**config.mk**
```make
export PLATFORM = sky130hd
export DESIGN_NAME = grad_threshold
export DESIGN_NICKNAME = d
export VERILOG_FILES = /design/src/rtl/grad_pkg.sv /design/src/rtl/grad_classify.sv /design/src/rtl/grad_threshold.sv
export SDC_FILE = /design/constraint.sdc
export NUM_CORES = 1
export LEC_CHECK = 0
export CAP_MARGIN = 0
export CELL_PAD_IN_SITES_DETAIL_PLACEMENT = 1
export CELL_PAD_IN_SITES_GLOBAL_PLACEMENT = 2
export CORE_ASPECT_RATIO = 0.8
export CORE_MARGIN = 4
export CORE_UTILIZATION = 32
export CTS_CLUSTER_SIZE = 24
export DETAILED_ROUTE_END_ITERATION = 10
export HOLD_SLACK_MARGIN = 0.02
export PLACE_DENSITY_LB_ADDON = 0.1
export SETUP_SLACK_MARGIN = 0.1
export SLEW_MARGIN = 20
export SYNTH_ARGS = -nofsm -noshare
export SYNTH_HDL_FRONTEND = slang
export SYNTH_HIERARCHICAL = 1
export SYNTH_SLANG_ARGS = --single-unit
export TNS_END_PERCENT = 5
```
**constraint.sdc**
```tcl
create_clock -name clk -period 10.8 [get_ports clk]
set_input_delay 2.16 -clock clk [delete_from_list [all_inputs] [get_ports clk]]
set_output_delay 2.16 -clock clk [all_outputs]
set_load 0.1 [all_outputs]
```
**src/rtl/grad_pkg.sv**
```systemverilog
// grad_pkg: shared widths, tile geometry, edge classes and FSM states for the gradient threshold block.
package grad_pkg;
    localparam int GRAD_W   = 18;
    localparam int TILE_DIM = 4;
    localparam int TILE_N   = TILE_DIM * TILE_DIM;
    typedef enum logic [1:0] {
        EDGE_NONE   = 2'b00,
        EDGE_WEAK   = 2'b01,
        EDGE_STRONG = 2'b10
    } edge_t;
    typedef enum logic [1:0] {
        IDLE = 2'b00,
        SCAN = 2'b01,
        DONE = 2'b10
    } state_t;
endpackage

```
**src/rtl/grad_classify.sv**
```systemverilog
// grad_classify: combinational strong/weak/none decision for one squared gradient value.
module grad_classify
    import grad_pkg::*;
(
    input  logic [GRAD_W-1:0] value,
    input  logic [GRAD_W-1:0] high,
    input  logic [GRAD_W-1:0] low,
    output edge_t             cls
);
    logic [GRAD_W-1:0] eff_low;
    // A low threshold above the high one collapses the weak band to nothing.
    assign eff_low = (low < high) ? low : high;
    assign cls = (value >= high) ? EDGE_STRONG : (value >= eff_low) ? EDGE_WEAK : EDGE_NONE;
endmodule

```
**src/rtl/grad_threshold.sv**
```systemverilog
// grad_threshold: classifies a captured 4x4 tile one pixel per cycle and publishes the map atomically.
// Per-tile class counters are built only when GRAD_THRESH_COUNT_EN is defined; otherwise the counts read 0.
module grad_threshold
    import grad_pkg::*;
(
    input  logic                                        clk,
    input  logic                                        rst,
    input  logic                                        thr_en,
    input  logic [TILE_DIM-1:0][TILE_DIM-1:0][GRAD_W-1:0] grad_in,
    input  logic [GRAD_W-1:0]                           high_thr,
    input  logic [GRAD_W-1:0]                           low_thr,
    output logic [TILE_DIM-1:0][TILE_DIM-1:0][1:0]      edge_map,
    output logic                                        busy,
    output logic                                        thr_done,
    output logic [4:0]                                  strong_cnt,
    output logic [4:0]                                  weak_cnt
);
    state_t                                        state_q;
    logic [4:0]                                    idx_q;
    logic [TILE_DIM-1:0][TILE_DIM-1:0][GRAD_W-1:0] tile_q;
    logic [GRAD_W-1:0]                             high_q;
    logic [GRAD_W-1:0]                             low_q;
    logic [TILE_DIM-1:0][TILE_DIM-1:0][1:0]        work_q;
    logic [TILE_DIM-1:0][TILE_DIM-1:0][1:0]        edge_map_q;
    logic                                          busy_q;
    logic                                          done_q;
    logic                                          start_d;
    logic                                          scan_step_d;
    logic                                          publish_d;
    edge_t                                         cls_d;
    // Leaving DONE with thr_en still high goes straight into the next capture.
    assign start_d     = thr_en && (state_q == IDLE || state_q == DONE);
    assign scan_step_d = (state_q == SCAN) && !idx_q[4];
    assign publish_d   = (state_q == SCAN) && idx_q[4];
    grad_classify u_classify (
        .value (tile_q[idx_q[3:2]][idx_q[1:0]]),
        .high  (high_q),
        .low   (low_q),
        .cls   (cls_d)
    );
    always_ff @(posedge clk) begin
        if (rst) begin
            state_q    <= IDLE;
            idx_q      <= '0;
            tile_q     <= '0;
            high_q     <= '0;
            low_q      <= '0;
            work_q     <= '0;
            edge_map_q <= '0;
            busy_q     <= 1'b0;
            done_q     <= 1'b0;
        end else if (start_d) begin
            state_q <= SCAN;
            idx_q   <= '0;
            tile_q  <= grad_in;
            high_q  <= high_thr;
            low_q   <= low_thr;
            work_q  <= '0;
            busy_q  <= 1'b1;
            done_q  <= 1'b0;
        end else if (scan_step_d) begin
            work_q[idx_q[3:2]][idx_q[1:0]] <= cls_d;
            idx_q                          <= idx_q + 5'd1;
        end else if (publish_d) begin
            state_q    <= DONE;
            edge_map_q <= work_q;
            done_q     <= 1'b1;
        end else begin
            state_q <= IDLE;
            busy_q  <= 1'b0;
            done_q  <= 1'b0;
        end
    end
    assign edge_map = edge_map_q;
    assign busy     = busy_q;
    assign thr_done = done_q;
`ifdef GRAD_THRESH_COUNT_EN
    logic [4:0] s_work_q;
    logic [4:0] w_work_q;
    logic [4:0] strong_q;
    logic [4:0] weak_q;
    always_ff @(posedge clk) begin
        if (rst) begin
            s_work_q <= '0;
            w_work_q <= '0;
            strong_q <= '0;
            weak_q   <= '0;
        end else if (start_d) begin
            s_work_q <= '0;
            w_work_q <= '0;
        end else if (scan_step_d) begin
            s_work_q <= s_work_q + 5'(cls_d == EDGE_STRONG);
            w_work_q <= w_work_q + 5'(cls_d == EDGE_WEAK);
        end else if (publish_d) begin
            strong_q <= s_work_q;
            weak_q   <= w_work_q;
        end
    end
    assign strong_cnt = strong_q;
    assign weak_cnt   = weak_q;
`else
    assign strong_cnt = '0;
    assign weak_cnt   = '0;
`endif
endmodule

```
==> results.md, run 1 <==
* Post-CTS sizing at 0
* Final WL at 63110 um
* Gpl congestion at 0.7503
* DIE WIDTH at 269.9 um
* Most used cell, CP: a21oi_1
* Vias at 15520
* Layout cells sized above 1 at 0.06329
* WS Path Type: register to register
* VDD IR max at 0.09901 mV
* Placed cell count at 2993
* Io pins at 371
* Die Y at 217.5 um
* Syn_area_per_cell at 8.432 um2
* 1st-iter DRT viols at 912
* Crit path from: idx_q[2]$_SDFFE_PP0P_
* Filler cell count at 6309
* DP HPWL at 45420 um
* Sequential cell area fraction in the yosys report at 0.4514
* Dpl cell area at 21330 um2
* CP Data Required Time at 11.28 ns
* Wire length per cell at 20.54 um
* Ys Warns at 6
* Via density at 5.051
* 1st-pass router iterations at 4
* Max FO, Critical Path at 47
* Final instance area at 22800 um2
* RSZ-0062 raised after global routing: false
* Most used DFF post-synth: dfxtp_1
* Comb power frac at 0.145
* Initial core utilization at 0.3246
* Top cell type's share of synthesized area at 0.4514
* Hold Crit Class: register to register
* Sequential fraction of design power at 0.437
* Final WS setup at 5.811 ns
* Number of CTS-inserted buffers at 44
* Fmax at 0.2004 GHz
* Post-synth top cells: nand2_1, a21oi_1, dfxtp_1
* Tmin final at 4.989 ns
* Setup clock skew after layout at 0.02081 ns
* CP Launch Type: register
* Total congestion overflow at 0
* H-tree depth at 2
* Slowest stage delay, CP at 0.82 ns
* First-pass GRT wire length at 96840 um
* Power Density at 158.6 nW/um2
* Antenna-violating nets left at 0
* Vias in the first global route at 16520
* Mapped Area at 17560 um2
* Largest net degree at the start of global routing at 213
* P_leak at 0.008346 uW
* Final Hold Slack at 0.4494 ns
* Min-delay src: tile_q[89]$_SDFFE_PP0P_
* CTS tree: done
* Most frequent cell after synthesis: nand2_1
* Antenna violations before repair at 2
* Worst path arrival time at 5.47 ns
* CTS Hold Bufs at 0
* Ys async rst share at 0
* Final Hold Vio Count at 0
* Overall Global Routing Usage at 0.2094
* Post-Syn Instances at 2083
* # DRC at 0
* Area grow syn2layout at 29.79%
* Layout Cells excl Fill at 3073
* Status: finished clean
* Clock transition at the registers of the reported paths at 0.06 ns
* Crit. End Element: register
* Dominant cells by area after synthesis: dfxtp_1, nand2_1, a21oi_1
* Worst-Skew Late Latency at 0.58 ns
* Die area at 58720 um2
* Pins Over Slew Limit at 0
* Synth Register Bits at 396
* Post-place setup slack at 5.460 ns
* Nets@finish at 2721
* Max_cap viols at 0
* Cell at the slowest stage of the critical path: dfxtp_4
* Psw at 965.0 uW
* Internal power at 2650 uW
* Worst slew margin at 0.2453
* Clk pwr share at 0.418
* Final setup fails at 0
* CTS root buf: clkbuf_16
* Crit-path cells: buf_4 -> mux4_1 -> a22oi_1 -> nand2_1 -> ha_1 -> nand4_1 -> a21oi_1 -> a21oi_1 -> nor4_1 -> or2_2 -> nand3_1 -> a21oi_1
* Max clock buf depth at 3
* Setup TNS at 0 ns
* Clock Sink Count at 396
* Post-synth EDFFs at 0
* Synth area leader: dfxtp_1
* Yosys cell types at 47
* Reg2reg start: idx_q[2]$_SDFFE_PP0P_
* Setup Fix Bufs, Post-CTS at 0
* Port bufs at 360
* Sw frac at 0.2669
* Core footprint at 54110 um2
* Worst slew pin tran at 1.132 ns
* Row count at 76
* Fin crit share at 0.4620
[metrics by stage]
stage                     power (uW)  utilization
final                           3615       0.4213
after global routing            3783       0.4213
after CTS                       3668       0.4210
after detailed placement        2137       0.3942
after global placement          2121       0.3941
after floorplan                 1904            -
[per-layer routing]
layer  vias to the layer above  routed length [um]  GRT usage
met1                      7561               28930     0.2792
met4                         2                1254    0.05200
met2                       319               30170     0.3545
met3                        78                2736    0.03685
li1                       7562                   -          -
met5                         -                  14          0
[sequential cells by signal, summed over array words and instances, names as in the netlist]
signal	cells
busy	1
edge_map	32
high_q	18
idx_q	5
low_q	18
state_q	2
tile_q	288
work_q	32
[kinds of logic after synthesis]
logic type / count (synthesis) / synth area share
fa+ha+maj: 57 / 0.04061
compound gates: 505 / 0.1505
buf+inv: 196 / 0.05835
flops: 396 / 0.4514
xor+xnor: 1 / 0.0004988
simple gates: 837 / 0.1911
mux: 90 / 0.1074
other cells: 1 / 0.0002135
[worst max-delay path, delay by kind of cell, from the launching register on]
family | cells | cell delay (ns)
and+or+nand+nor | 5 | 1.39
AOI/OAI and AO/OA | 4 | 0.82
DFF | 1 | 0.82
buffers and inverters | 1 | 0.75
muxes | 1 | 0.74
adders and majority gates | 1 | 0.32
[power groups by stage]
stage	Combinational, uW	Clock, uW	Sequential (uW)
final	524	1510	1580
after global placement	513	0	1610
after global routing	579	1620	1590
after detailed placement	525	0	1610
after CTS	528	1560	1580
after floorplan	308	0	1600
[cell usage in the layout, fill, tap and decap left out, drive strengths merged, types with 8 or more instances in the layout]
cell type and instances:
ha 57, a22oi 36, nand3 35, clkbuf 66, o21ai 46, nand2 748, inv 24, nand2b 8
nor2 9, clkdlybuf4s50 359, a21oi 415, buf 15, mux4 72, dfxtp 396, conb 10, mux2i 17
[area by class of cell]
type	instances	area (um2)	area share
Inverter	21	78.83	0.003458
Tap cell	702	878.3	0.03853
Timing Repair Buffer	374	3746	0.1643
Clock inverter	13	153.9	0.006751
Sequential cell	396	7935	0.3481
Multi-Input combinational cell	1500	8707	0.3820
Antenna cell	1	2.502	0.0001098
Clock buffer	66	1294	0.05675
[path summary, 6_finish.rpt]
check,to,slack [ns],cells after the start
worst max-delay path,work_q[29]$_SDFFE_PP0P_,5.81,12
worst max register to register,work_q[29]$_SDFFE_PP0P_,5.81,12
worst min-delay path,tile_q[89]$_SDFFE_PP0P_,0.45,2
worst min register to register,tile_q[89]$_SDFFE_PP0P_,0.45,2
No activity file was read; power rests on OpenSTA's default activity.
==> inputs of run 2 (changes only) <==
Settings changed: CORE_UTILIZATION 32 to 30.
Clock period 10.8 ns to 4.85 ns, I/O delays scaled along.
==> run 2 against run 1 <==
Clock skew rose by 0.0035 ns. Core utilization fell by 2.4 points. Cell area rose by 1.2%. Non-clock buffer count rose by 12. Global-route usage fell by 0.64 points. Hold slack improved by 0.0040 ns. Count of clock-buffer cells in the layout fell by 3. Clock power rose by 130%. Sequential power rose by 120%. Via count rose by 0.88%. First-iteration DRC count rose by 5.6%.
==> results.md, run 2 (same netlist as run 1, synthesis figures left out) <==
* Worst R2R End: work_q[26]$_SDFFE_PP0P_
* # DRC at 0 (unchanged)
* Gpl congestion at 0.7719 (+2.9%)
* CTS Hold Bufs at 0 (unchanged)
* Port bufs at 360 (unchanged)
* Worst Hold Depth at 2 (unchanged)
* Commonest non-fill, non-tap cell in the layout: nand2_1
* 1st-pass router iterations at 4 (unchanged)
* Initial core utilization at 0.3027 (-0.02190)
* Antenna-violating nets left at 0 (unchanged)
* Area of the multi-input gates at 8692 um2 (-0.17%)
* Power Density at 355.6 nW/um2 (+120%)
* Register-to-register setup slack at 0.63 ns (-5.18 ns)
* Largest net degree at the start of global routing at 192 (-9.9%)
* Vias at 15660 (+0.88%)
* Setup clock skew after layout at 0.02433 ns (+0.003521 ns)
* Worst slew margin at 0.2484 (+0.003122)
* Fin crit share at 0.8692 (+0.4072)
* RSZ-0062 raised after global routing: false
* Hold Crit Class: register to register
* H-tree depth at 2 (unchanged)
* CP Data Required Time at 5.34 ns (-5.94 ns)
* Row count at 79 (+3.9%)
* Antenna violations before repair at 1 (-1)
* Max_cap viols at 0 (unchanged)
* VDD IR max at 0.2099 mV (+110%)
* Layout Cells excl Fill at 3149 (+2.5%)
* DIE WIDTH at 278.5 um (+3.2%)
* Worst slew pin tran at 1.111 ns (-0.02065 ns)
* Via density at 4.973 (-1.6%)
* Number of CTS-inserted buffers at 45 (+2.3%)
* Flip-flop and latch area at 7935 um2 (unchanged)
* CTS root buf: clkbuf_16
* Fmax at 0.2372 GHz (+18%)
* Worst-Skew Late Latency at 0.57 ns (about the same)
* Worst Path Buf+Inv at 2 (+1)
* Setup Fix Bufs, Post-CTS at 0 (unchanged)
* Wire length per cell at 20.75 um (+1.0%)
* Clock transition at the registers of the reported paths at 0.06 ns (about the same)
* Core footprint at 58020 um2 (+7.2%)
* Status: finished clean
* Vias in the first global route at 16440 (-0.49%)
* Clock Sink Count at 396 (unchanged)
* Register-to-Register Path Depth at 13 (+1)
* Final WL at 65330 um (+3.5%)
* Max FO, Critical Path at 35 (-26%)
* Tmin final at 4.216 ns (-0.7738 ns)
* Filler cell count at 6662 (+5.6%)
* WS Path Type: register to register
* Commonest cells after routing, fill and taps aside: nand2_1, a21oi_1, dfxtp_1
* P_leak at 0.008467 uW (+1.5%)
* Overall Global Routing Usage at 0.2030 (-0.006396)
* Post-CTS sizing at 0 (unchanged)
* Nets@finish at 2734 (+0.48%)
* First-pass GRT wire length at 98650 um (+1.9%)
* Layout cells sized above 1 at 0.07017 (+0.006877)
* Die area at 62500 um2 (+6.4%)
* Worst path arrival time at 4.71 ns (-0.76 ns)
* Io pins at 371 (unchanged)
* Reg2reg start: idx_q[2]$_SDFFE_PP0P_
* Max clock buf depth at 3 (unchanged)
* Largest register FFs at 288 (unchanged)
* Pins Over Slew Limit at 0 (unchanged)
* CP Launch Type: register
* Final setup fails at 0 (unchanged)
* Die Y at 224.4 um (+3.2%)
* CTS tree: done
* Placed cell count at 3072 (+2.6%)
* Total congestion overflow at 0 (unchanged)
* Crit. End Element: register
* DP HPWL at 48150 um (+6.0%)
* Min-delay src: tile_q[126]$_SDFFE_PP0P_
* Kind of cell adding the most delay to the critical path: simple AND/OR/NAND/NOR gates
* Crit-path cells: buf_4 -> mux4_2 -> a22oi_1 -> nand2_1 -> ha_1 -> nand4_1 -> nor4_1 -> o21ai_0 -> nand4_1 -> nor3b_2 -> buf_4 -> nand3_1 -> a21oi_1
* Most flops, register: tile_q
* Cell at the slowest stage of the critical path: dfxtp_4
* Area grow syn2layout at 31.40%
* Ant. Diodes at 0 (-1)
* 1st-iter DRT viols at 963 (+5.6%)
* Setup TNS at 0 ns (unchanged)
* Final Hold Vio Count at 0 (unchanged)
* WHS Endpoint: tile_q[126]$_SDFFE_PP0P_
* Slowest stage delay, CP at 0.81 ns (about the same)
-- run 2: changes by cell type in the layout (fill, tap and decap cells not counted), sizes merged --
cell | previous run | this run
buf | 15 | 27
bufinv | 2 | 3
clkbuf | 66 | 63
diode | 1 | 0
-- run 2: worst max-delay path by stage --
stage | startpoint | end | slack, ns | cells past startpoint
4_1_cts | idx_q[2]$_SDFFE_PP0P_ | work_q[26]$_SDFFE_PP0P_ | 0.59 | 15
6_report | idx_q[2]$_SDFFE_PP0P_ | work_q[26]$_SDFFE_PP0P_ | 0.63 | 13
3_3_place_gp | idx_q[2]$_SDFFE_PP0P_ | work_q[9]$_SDFFE_PP0P_ | 0.67 | 14
3_5_place_dp | idx_q[2]$_SDFFE_PP0P_ | work_q[19]$_SDFFE_PP0P_ | 0.61 | 14
5_1_grt | idx_q[2]$_SDFFE_PP0P_ | work_q[28]$_SDFFE_PP0P_ | 0.30 | 15
2_1_floorplan | high_q[3]$_SDFFE_PP0P_ | work_q[0]$_SDFFE_PP0P_ | 1.38 | 19
-- run 2: worst reg2reg max path: stages (launching register included) --
cell     delay [ns]
dfxtp_4        0.81
buf_4          0.54
mux4_2         0.45
a22oi_1        0.43
nand2_1        0.19
ha_1           0.35
nand4_1        0.13
nor4_1         0.25
o21ai_0        0.12
nand4_1        0.12
nor3b_2        0.21
buf_4          0.25
nand3_1        0.12
a21oi_1        0.16
-- run 2: through the flow --
step | util | area (um2) | hold WS, ns | total power, uW | worst slack (ns)
after floorplan | - | 17600 | 0.4285 | 4240 | 1.383
after global placement | 0.3716 | 21560 | 0.4393 | 4775 | 0.6710
after detailed placement | 0.3716 | 21560 | 0.4465 | 4793 | 0.6136
after CTS | 0.3977 | 23080 | 0.4545 | 8329 | 0.5904
after global routing | 0.3977 | 23080 | 0.4698 | 8591 | 0.3025
final | 0.3977 | 23080 | 0.4534 | 8205 | 0.6344
-- run 2: routing by layer --
layer / vias up / track usage / routed length [um] / part of all wire
met5: - / 0 / 13 / 0.00020
met4: 2 / 0.04577 / 1203 / 0.018
met3: 73 / 0.03549 / 3030 / 0.046
met2: 305 / 0.3459 / 31280 / 0.48
met1: 7678 / 0.2712 / 29800 / 0.46
li1: 7601 / - / - / -
-- run 2: cell type report --
| cell class | count | area share |
|---|---|---|
| Clock inverter | 14 | 0.006994 |
| Timing Repair Buffer | 386 | 0.1686 |
| Clock buffer | 63 | 0.05877 |
| Sequential cell | 396 | 0.3439 |
| Multi-Input combinational cell | 1500 | 0.3767 |
| Inverter | 21 | 0.003416 |
| Tap cell | 769 | 0.04169 |
-- run 2: where the power goes --
part / switching, uW / internal, uW
sequential: 108 / 3420
clock: 1390 / 2100
combinational: 652 / 531
total: 2150 / 6050
==> inputs of run 3 (changes only) <==
Settings changed: ABC_CLOCK_PERIOD_IN_PS set to 4850.
==> results of run 3 <==
Final layout, timing and power as in run 2 (identical DEF).
